## config.mk

```make
export PLATFORM = sky130hd
export DESIGN_NAME = x_feed_ctrl
export DESIGN_NICKNAME = d
export VERILOG_FILES = /design/src/rtl/x_feed_ctrl.sv
export SDC_FILE = /design/constraint.sdc
export NUM_CORES = 1
export LEC_CHECK = 0
export BUFFER_PORTS_ARGS = -buffer_cell sky130_fd_sc_hd__buf_2
export CAP_MARGIN = 5
export CORE_MARGIN = 5
export CORE_UTILIZATION = 40
export CTS_CLUSTER_SIZE = 12
export DETAILED_ROUTE_END_ITERATION = 6
export GPL_ROUTABILITY_DRIVEN = 0
export SLEW_MARGIN = 40
export SYNTH_ARGS = -nofsm -noshare
export SYNTH_HDL_FRONTEND = slang
export SYNTH_SLANG_ARGS = --single-unit
```

## constraint.sdc

```tcl
create_clock -name clk -period 4.5 [get_ports clk]
set_clock_uncertainty 0.1 [all_clocks]
set_input_delay 0.225 -clock clk [delete_from_list [all_inputs] [get_ports clk]]
set_output_delay 0.225 -clock clk [all_outputs]
set_load 0.05 [all_outputs]
```

## src/rtl/x_feed_ctrl.sv

```systemverilog
// Load/stream sequencer for LANES shift-register lanes: lane-major load, then skewed or lockstep emit.
// Optional macro X_FEED_SKEW_EN selects the one-cycle-per-lane skewed STREAM schedule.
module x_feed_ctrl #(
  parameter int LANES = 4,
  parameter int DEPTH = 32,
  parameter int DW    = 16
) (
  input  logic             clk,
  input  logic             rst,
  input  logic             start,
  input  logic [5:0]       len,
  input  logic             in_valid,
  output logic             in_ready,
  input  logic [DW-1:0]    in_data,
  output logic [LANES-1:0] lane_en,
  output logic             lane_write,
  output logic [4:0]       lane_idx,
  output logic [DW-1:0]    lane_din,
  output logic [LANES-1:0] out_valid,
  output logic             busy,
  output logic             done
);

  localparam int CW  = ($clog2(DEPTH + LANES) + 1 > 8) ? $clog2(DEPTH + LANES) + 1 : 8;
  localparam int LNW = (LANES > 1) ? $clog2(LANES) : 1;

  typedef enum logic [1:0] {IDLE, LOAD, STREAM, FIN} state_t;

  state_t           state, state_nxt;
  logic [CW-1:0]    l_len;
  logic [CW-1:0]    cnt;
  logic [4:0]       row;
  logic [LNW-1:0]   lane;
  logic [LANES-1:0] stream_en;
  logic             accept, row_last, lane_last, cnt_last;

  // Zero or oversize lengths mean a full-depth job.
  function automatic logic [CW-1:0] clamp_len(input logic [5:0] v);
    if (v == 6'd0 || CW'(v) > CW'(DEPTH)) return CW'(DEPTH);
    return CW'(v);
  endfunction

  assign accept    = (state == LOAD) && in_valid;
  assign row_last  = CW'(row) == l_len - CW'(1);
  assign lane_last = lane == LNW'(LANES - 1);

`ifdef X_FEED_SKEW_EN
  assign cnt_last = cnt == l_len + CW'(LANES) - CW'(2);
  always_comb begin
    for (int k = 0; k < LANES; k++)
      stream_en[k] = (cnt >= CW'(k)) && (cnt < CW'(k) + l_len);
  end
`else
  assign cnt_last  = cnt == l_len - CW'(1);
  assign stream_en = (cnt < l_len) ? '1 : '0;
`endif

  // State register, job counters and the lane DOUT-latency strobe
  always_ff @(posedge clk) begin
    if (rst) begin
      state     <= IDLE;
      l_len     <= '0;
      cnt       <= '0;
      row       <= '0;
      lane      <= '0;
      out_valid <= '0;
    end else begin
      state     <= state_nxt;
      out_valid <= (state == STREAM) ? stream_en : '0;
      case (state)
        IDLE: if (start) begin
          l_len <= clamp_len(len);
          cnt   <= '0;
          row   <= '0;
          lane  <= '0;
        end
        LOAD: if (accept) begin
          if (row_last) begin
            row  <= '0;
            lane <= lane_last ? '0 : lane + LNW'(1);
          end else begin
            row <= row + 5'd1;
          end
        end
        STREAM: cnt <= cnt_last ? '0 : cnt + CW'(1);
        default: ;
      endcase
    end
  end

  // Next state and combinational strobes
  always_comb begin
    state_nxt  = state;
    in_ready   = 1'b0;
    lane_en    = '0;
    lane_write = 1'b0;
    lane_idx   = '0;
    lane_din   = '0;
    busy       = (state != IDLE);
    done       = 1'b0;
    case (state)
      IDLE: if (start) state_nxt = LOAD;
      LOAD: begin
        in_ready = 1'b1;
        if (accept) begin
          lane_en    = LANES'(1) << lane;
          lane_write = 1'b1;
          lane_idx   = row;
          lane_din   = in_data;
          if (row_last && lane_last) state_nxt = STREAM;
        end
      end
      STREAM: begin
        lane_en = stream_en;
        if (cnt_last) state_nxt = FIN;
      end
      FIN: begin
        done      = 1'b1;
        state_nxt = IDLE;
      end
      default: state_nxt = IDLE;
    endcase
  end

endmodule

```

==> results.py, run 1 <==
metrics = {
    "setup_path": {
        "worstPathCellList": "inv_1 > ha_1 > nor2b_1 > o21a_1 > o21a_1 > o21a_1 > o21ai_0 > nand4b_1 > a21boi_0 > buf_2",
        "ff2ff_path_depth": 9,
        "cp-end-kind": "output pin",
        "r2r-end": "state[1]",
        "slowest_stage": "dfxtp_1",
        "cp.arrival_ns": 2.53,
        "ff2ff_setup_slack_ns": 1.65,
        "cp.required_ns": 4.18,
        "path_max_fanout": 5,
        "path_buf_inv": 2,
        "max_stage_delay_ns": 0.40,
        "cp_top_family": "compound AO/OA/AOI/OAI gates",
        "crit_path_start_kind": "flop",
        "path_class": "flop to output pin",
        "cpMostUsedCell": "o21a_1",
        "r2r_start": "l_len[0]",
    },
    "clock_network": {
        "clk_latency_ns": 0.27,
        "hold_buffers": 0,
        "clock-sinks": 24,
        "numCtsBuffers": 3,
        "clock_tree.root_cell": "clkbuf_8",
        "htreeDepth": 1,
        "clk_path_buf_depth": 2,
        "post_cts_buffers": 0,
        "path_clk_slew_ns": 0.08,
        "ctsResizeCount": 0,
        "tritoncts": "built",
    },
    "floorplanning": {
        "die_y_um": 79.6,
        "dieWidth_um": 79.6,
        "io_pins": 59,
        "start_util_pct": 41.1,
        "coreArea_um2": 4720,
        "fp-row-count": 25,
        "dieArea_um2": 6340,
    },
    "power_and_ir_drop": {
        "power.density_nw_per_um2": 449,
        "max-vdd-ir-drop_uv": 181,
        "leakage_nw": 1.06,
    },
    "global_routing": {
        "grt_max_degree": 27,
        "grt_pass1_vias": 1555,
        "overflow": 0,
        "grt_usage_pct": 14.2,
        "antenna_found_initial": 0,
        "grt_pass1_wl_mm": 7.30,
    },
    "route": {
        "ant_nets": 0,
        "firstDrtPassIters": 5,
        "drc": 0,
        "totalWireLength_mm": 4.43,
        "wl_per_cell_um": 12.3,
        "vias": 1770,
        "viasPerCell": 4.93,
        "dr.first_iter.drc_count": 126,
    },
    "sta": {
        "finalHoldViolCount": 0,
        "drv_slew": 0,
        "final.setup.tns_ns": 0,
        "period_needed_ns": 2.86,
        "max_slew_margin_pct": 54.9,
        "post-route-period-util_pct": 63.5,
        "rsz0062_at_grt": "no",
        "fmax_ghz": 0.350,
        "tightest_slew_ns": 0.676,
        "setup_viol": 0,
        "final.setup.worst_slack_ns": 1.64,
    },
    "job": {
        "maxCapViolCount": 0,
    },
    "logic_synthesis": {
        "syn_nets": 290,
        "syn_inst": 246,
        "ys_warn_count": 0,
        "synth.ff_latch_count": 24,
        "synth-async-reset-ratio_pct": 0,
        "ys_top_cells_by_area": "dfxtp_1 25%, ha_1 12%, and3_1 6.8%, nor2_1 5.6%, xnor2_1 4.5%",
        "ys_seq_area_share_pct": 24.8,
        "yosysUniqueCellTypes": 46,
        "syn-cell-area_um2": 1940,
        "synth_top_area_share_pct": 24.8,
        "yosys.area.top_type": "dfxtp_1",
        "syn_area_per_cell_um2": 7.88,
        "synth_edf_count": 0,
        "synthFlopType": "dfxtp_1",
    },
    "place": {
        "detailed_place_hpwl_mm": 3.49,
        "place_ws_ns": 1.67,
        "portBuffers": 58,
    },
    "min_path": {
        "hold_path_depth": 2,
        "min-delay-path-class": "input pin to flop",
        "worstHoldStart": "rst",
        "hold-path-endpoint": "lane[0]",
    },
    "run_status": {
        "status": "finished clean",
    },
    "layout": {
        "fillers": 465,
        "drive_above_1_share_pct": 24.3,
        "fin_nets": 337,
        "areaGrowthSynthToFinish_pct": 16.8,
        "final_cell_mix": "58 x buf_2, 29 x nor2_1, 24 x dfxtp_1",
        "final_common_cell": "buf_2",
        "n_antenna_cell": 0,
    },
}
## layout make-up
class	instances	area (µm²)	share of cell area [%]
Timing Repair Buffer	59	298	13.1
Clock buffer	4	55.1	2.43
Tap cell	67	83.8	3.70
Sequential cell	24	480	21.2
Multi-Input combinational cell	189	1290	56.9
Inverter	16	60.1	2.65
## worst reg2reg max path, cell delays in order, from the launching register on
cell and delay [ns]:
dfxtp_1 0.39, inv_1 0.09, ha_1 0.26, or3b_4 0.44
nor2_1 0.14, xor2_1 0.08, o31a_1 0.28, o41a_2 0.48
or3b_1 0.40, a21oi_1 0.13
## synth_stat cells (3+ instances only)
| cell type | instances |
|---|---|
| ha_1 | 18 |
| a21oi_1 | 13 |
| and2_1 | 3 |
| a31oi_1 | 3 |
| clkbuf_1 | 9 |
| inv_1 | 16 |
| o21ai_0 | 9 |
| and3_1 | 21 |
| xor2_1 | 7 |
| nor3_1 | 5 |
| xnor2_1 | 10 |
| buf_4 | 4 |
| nor2_1 | 29 |
| nand2_1 | 18 |
| o21a_1 | 4 |
| dfxtp_1 | 24 |
| mux2i_1 | 4 |
| a21boi_0 | 5 |
| nor3b_1 | 6 |
| nand3_1 | 6 |
## cell families after synthesis
| group | share of synthesized area [%] |
|---|---|
| xor+xnor | 7.68 |
| buf+inv | 8.84 |
| compound gates | 15.9 |
| simple gates | 28.0 |
| mux | 3.23 |
| fa+ha+maj | 11.6 |
| flops | 24.8 |
## state kept, by name, summed over array words and instances (netlist names)
| name | count |
|---|---|
| state | 2 |
| lane | 2 |
| cnt | 8 |
| l_len | 6 |
| row | 5 |
| out_valid | 1 |
## metal layers
layer	wire [µm]	global-route usage, %	share of wire [%]	up-vias
met5	0	0	0	-
met1	2110	18.9	48	780
li1	-	-	-	942
met4	80	4.98	1.8	0
met2	1970	22.5	45	40
met3	262	3.16	5.9	8
## stage by stage
step / hold WS, ns / std cells / util (%) / power [mW] / area, µm²
floorplan: 0.342 / 246 / - / 0.765 / 1940
global placement: 0.400 / 355 / 46.8 / 0.877 / 2210
detailed placement: 0.413 / 355 / 46.8 / 0.879 / 2210
CTS: 0.216 / 359 / 47.9 / 1.03 / 2260
global route: 0.229 / 359 / 47.9 / 1.10 / 2260
finish: 0.218 / 359 / 47.9 / 1.02 / 2260
## power breakdown
part,leakage (nW),switching (mW),internal [mW]
clock network,0.0288,0.0704,0.0782
registers,0.195,0.0329,0.237
logic,0.832,0.397,0.202
total,1.06,0.500,0.517
## how the worst max path moves through the flow
stage,start,endpoint,slack [ns],depth (start not counted)
after global routing,l_len[1],lane_en[1],1.35,10
after global placement,l_len[0],state[1],1.75,9
final,l_len[1],lane_en[3],1.64,10
after floorplan,state[1],lane_en[0],1.20,6
after CTS,l_len[1],lane_en[3],1.59,10
after detailed placement,l_len[0],state[1],1.67,9
Note: power is estimated with default switching activity, not from simulation.
==> inputs of run 2 (changes only) <==
Clock period 4.5 ns to 2.85 ns, I/O delays scaled along.
==> run 2 against run 1 <==
  * Sequential share of layout area down 0.25 points
  * Non-clock buffer count up 4
  * Cell count rose by 0.84%
  * Register-to-register slack got worse by 1.5 ns
  * Global-route usage grew 0.28 points
  * Combinational power increased by 62%
  * Critical path type unchanged
==> results.py, run 2 (synthesized netlist as in run 1, its figures left out) <==
metrics = {
    "run_status": {
        "status": "finished clean",
    },
    "power_and_ir_drop": {
        "max-vdd-ir-drop_uv": 302,
        "fin_total_pwr_mw": 1.60,
        "power.density_nw_per_um2": 697,
        "leakage_nw": 1.07,
    },
    "global_routing": {
        "grt_usage_pct": 14.5,
        "met1_usage_pct": 17.7,
        "grt.busiest_layer": "met2",
        "overflow": 0,
        "grt_pass1_vias": 1654,
        "grtUsageMet3_pct": 3.16,
        "grt_pass1_wl_mm": 7.46,
        "antenna_found_initial": 0,
        "met2_usage_pct": 26.2,
        "grt_max_degree": 27,
    },
    "route": {
        "drc": 0,
        "wl_per_cell_um": 12.4,
        "firstDrtPassIters": 4,
        "dr.first_iter.drc_count": 94,
        "vias": 1803,
        "totalWireLength_mm": 4.50,
        "viasPerCell": 4.98,
        "ant_nets": 0,
    },
    "clock_network": {
        "path_clk_slew_ns": 0.08,
        "clk_latency_ns": 0.26,
        "htreeDepth": 1,
        "numCtsBuffers": 3,
        "tritoncts": "built",
        "clk_path_buf_depth": 2,
        "clock-sinks": 24,
        "clock_tree.root_cell": "clkbuf_8",
    },
    "place": {
        "portBuffers": 58,
        "detailed_place_hpwl_mm": 3.61,
        "place_area_um2": 2250,
        "dp_cells": 358,
        "place_ws_ns": 0.146,
    },
    "setup_path": {
        "path_max_fanout": 5,
        "path_class": "flop to output pin",
        "ff2ff_path_depth": 9,
        "cp.required_ns": 2.61,
        "r2r_start": "l_len[0]",
        "crit_path_start_kind": "flop",
        "cp.arrival_ns": 2.44,
        "cp-end-kind": "output pin",
        "crit_start": "l_len[1]",
    },
    "sta": {
        "period_needed_ns": 2.69,
        "post-route-period-util_pct": 94.2,
        "fmax_ghz": 0.372,
        "final.setup.worst_slack_ns": 0.165,
        "setup_viol": 0,
        "max_slew_margin_pct": 70.5,
        "worst_hold_slack_ns": 0.142,
        "tightest_slew_ns": 0.438,
        "drv_slew": 0,
        "finalHoldViolCount": 0,
        "final.setup.tns_ns": 0,
    },
    "layout": {
        "largest_reg_flops": 8,
        "top_register": "cnt",
        "reg_top3": "cnt (8), l_len (6), row (5)",
        "final_cell_area_um2": 2300,
        "fillers": 470,
        "final_common_cell": "buf_2",
        "fin_nets": 341,
        "drive_above_1_share_pct": 26.8,
        "final_cell_mix": "58 x buf_2, 29 x nor2_1, 23 x dfxtp_1",
        "final_util_pct": 48.6,
        "areaGrowthSynthToFinish_pct": 18.5,
        "n_antenna_cell": 0,
        "instances_no_fill": 362,
    },
    "floorplanning": {
        "io_pins": 59,
        "dieArea_um2": 6340,
        "start_util_pct": 41.1,
        "die_y_um": 79.6,
        "dieWidth_um": 79.6,
        "coreArea_um2": 4720,
        "fp-row-count": 25,
    },
    "min_path": {
        "worstHoldStart": "rst",
        "hold_path_depth": 2,
        "min-delay-path-class": "input pin to flop",
    },
    "job": {
        "maxCapViolCount": 0,
    },
}
## run 2: critical path, stage by stage (launching register included)
cell and delay, ns:
dfxtp_1 0.39, inv_1 0.08, ha_1 0.28, nor2b_1 0.12, o21a_1 0.16, o21a_1 0.16
o21a_1 0.16, o21ai_0 0.15, nand4b_1 0.11, buf_4 0.17, a21boi_2 0.12, buf_2 0.27
## run 2: final timing paths
kind | slack (ns) | to
worst max-delay path | 0.16 | lane_en[3]
worst min register to register | 0.42 | cnt[0]
worst max register to register | 0.20 | state[1]
worst min-delay path | 0.14 | l_len[2]
## run 2: routing by layer
metal | up-vias | wire [µm]
li1 | 946 | -
met1 | 815 | 2080
met2 | 38 | 2130
met3 | 4 | 264
met4 | 0 | 30
met5 | - | 0
## run 2: cell type report
class	instances	area, µm²	area share [%]
flip-flops and latches	24	482	21.0
multi-input cells	189	1300	56.7
clock buffers	3	41.3	1.80
inverters	16	60.1	2.61
repair buffers	63	328	14.3
well taps	67	83.8	3.65
## run 2: report_power, final
part | switching (mW) | internal, mW | leakage, nW
combinational | 0.634 | 0.339 | 0.853
sequential | 0.0536 | 0.375 | 0.195
clock | 0.105 | 0.0945 | 0.0216
total | 0.793 | 0.808 | 1.07
## run 2: what timing repair did
item | 4_1_cts | 5_1_grt
hold buffers | 0 | 0
gates resized for setup | 0 | 2
endpoints found under the setup margin | 0 | 8
buffers inserted | 0 | 1
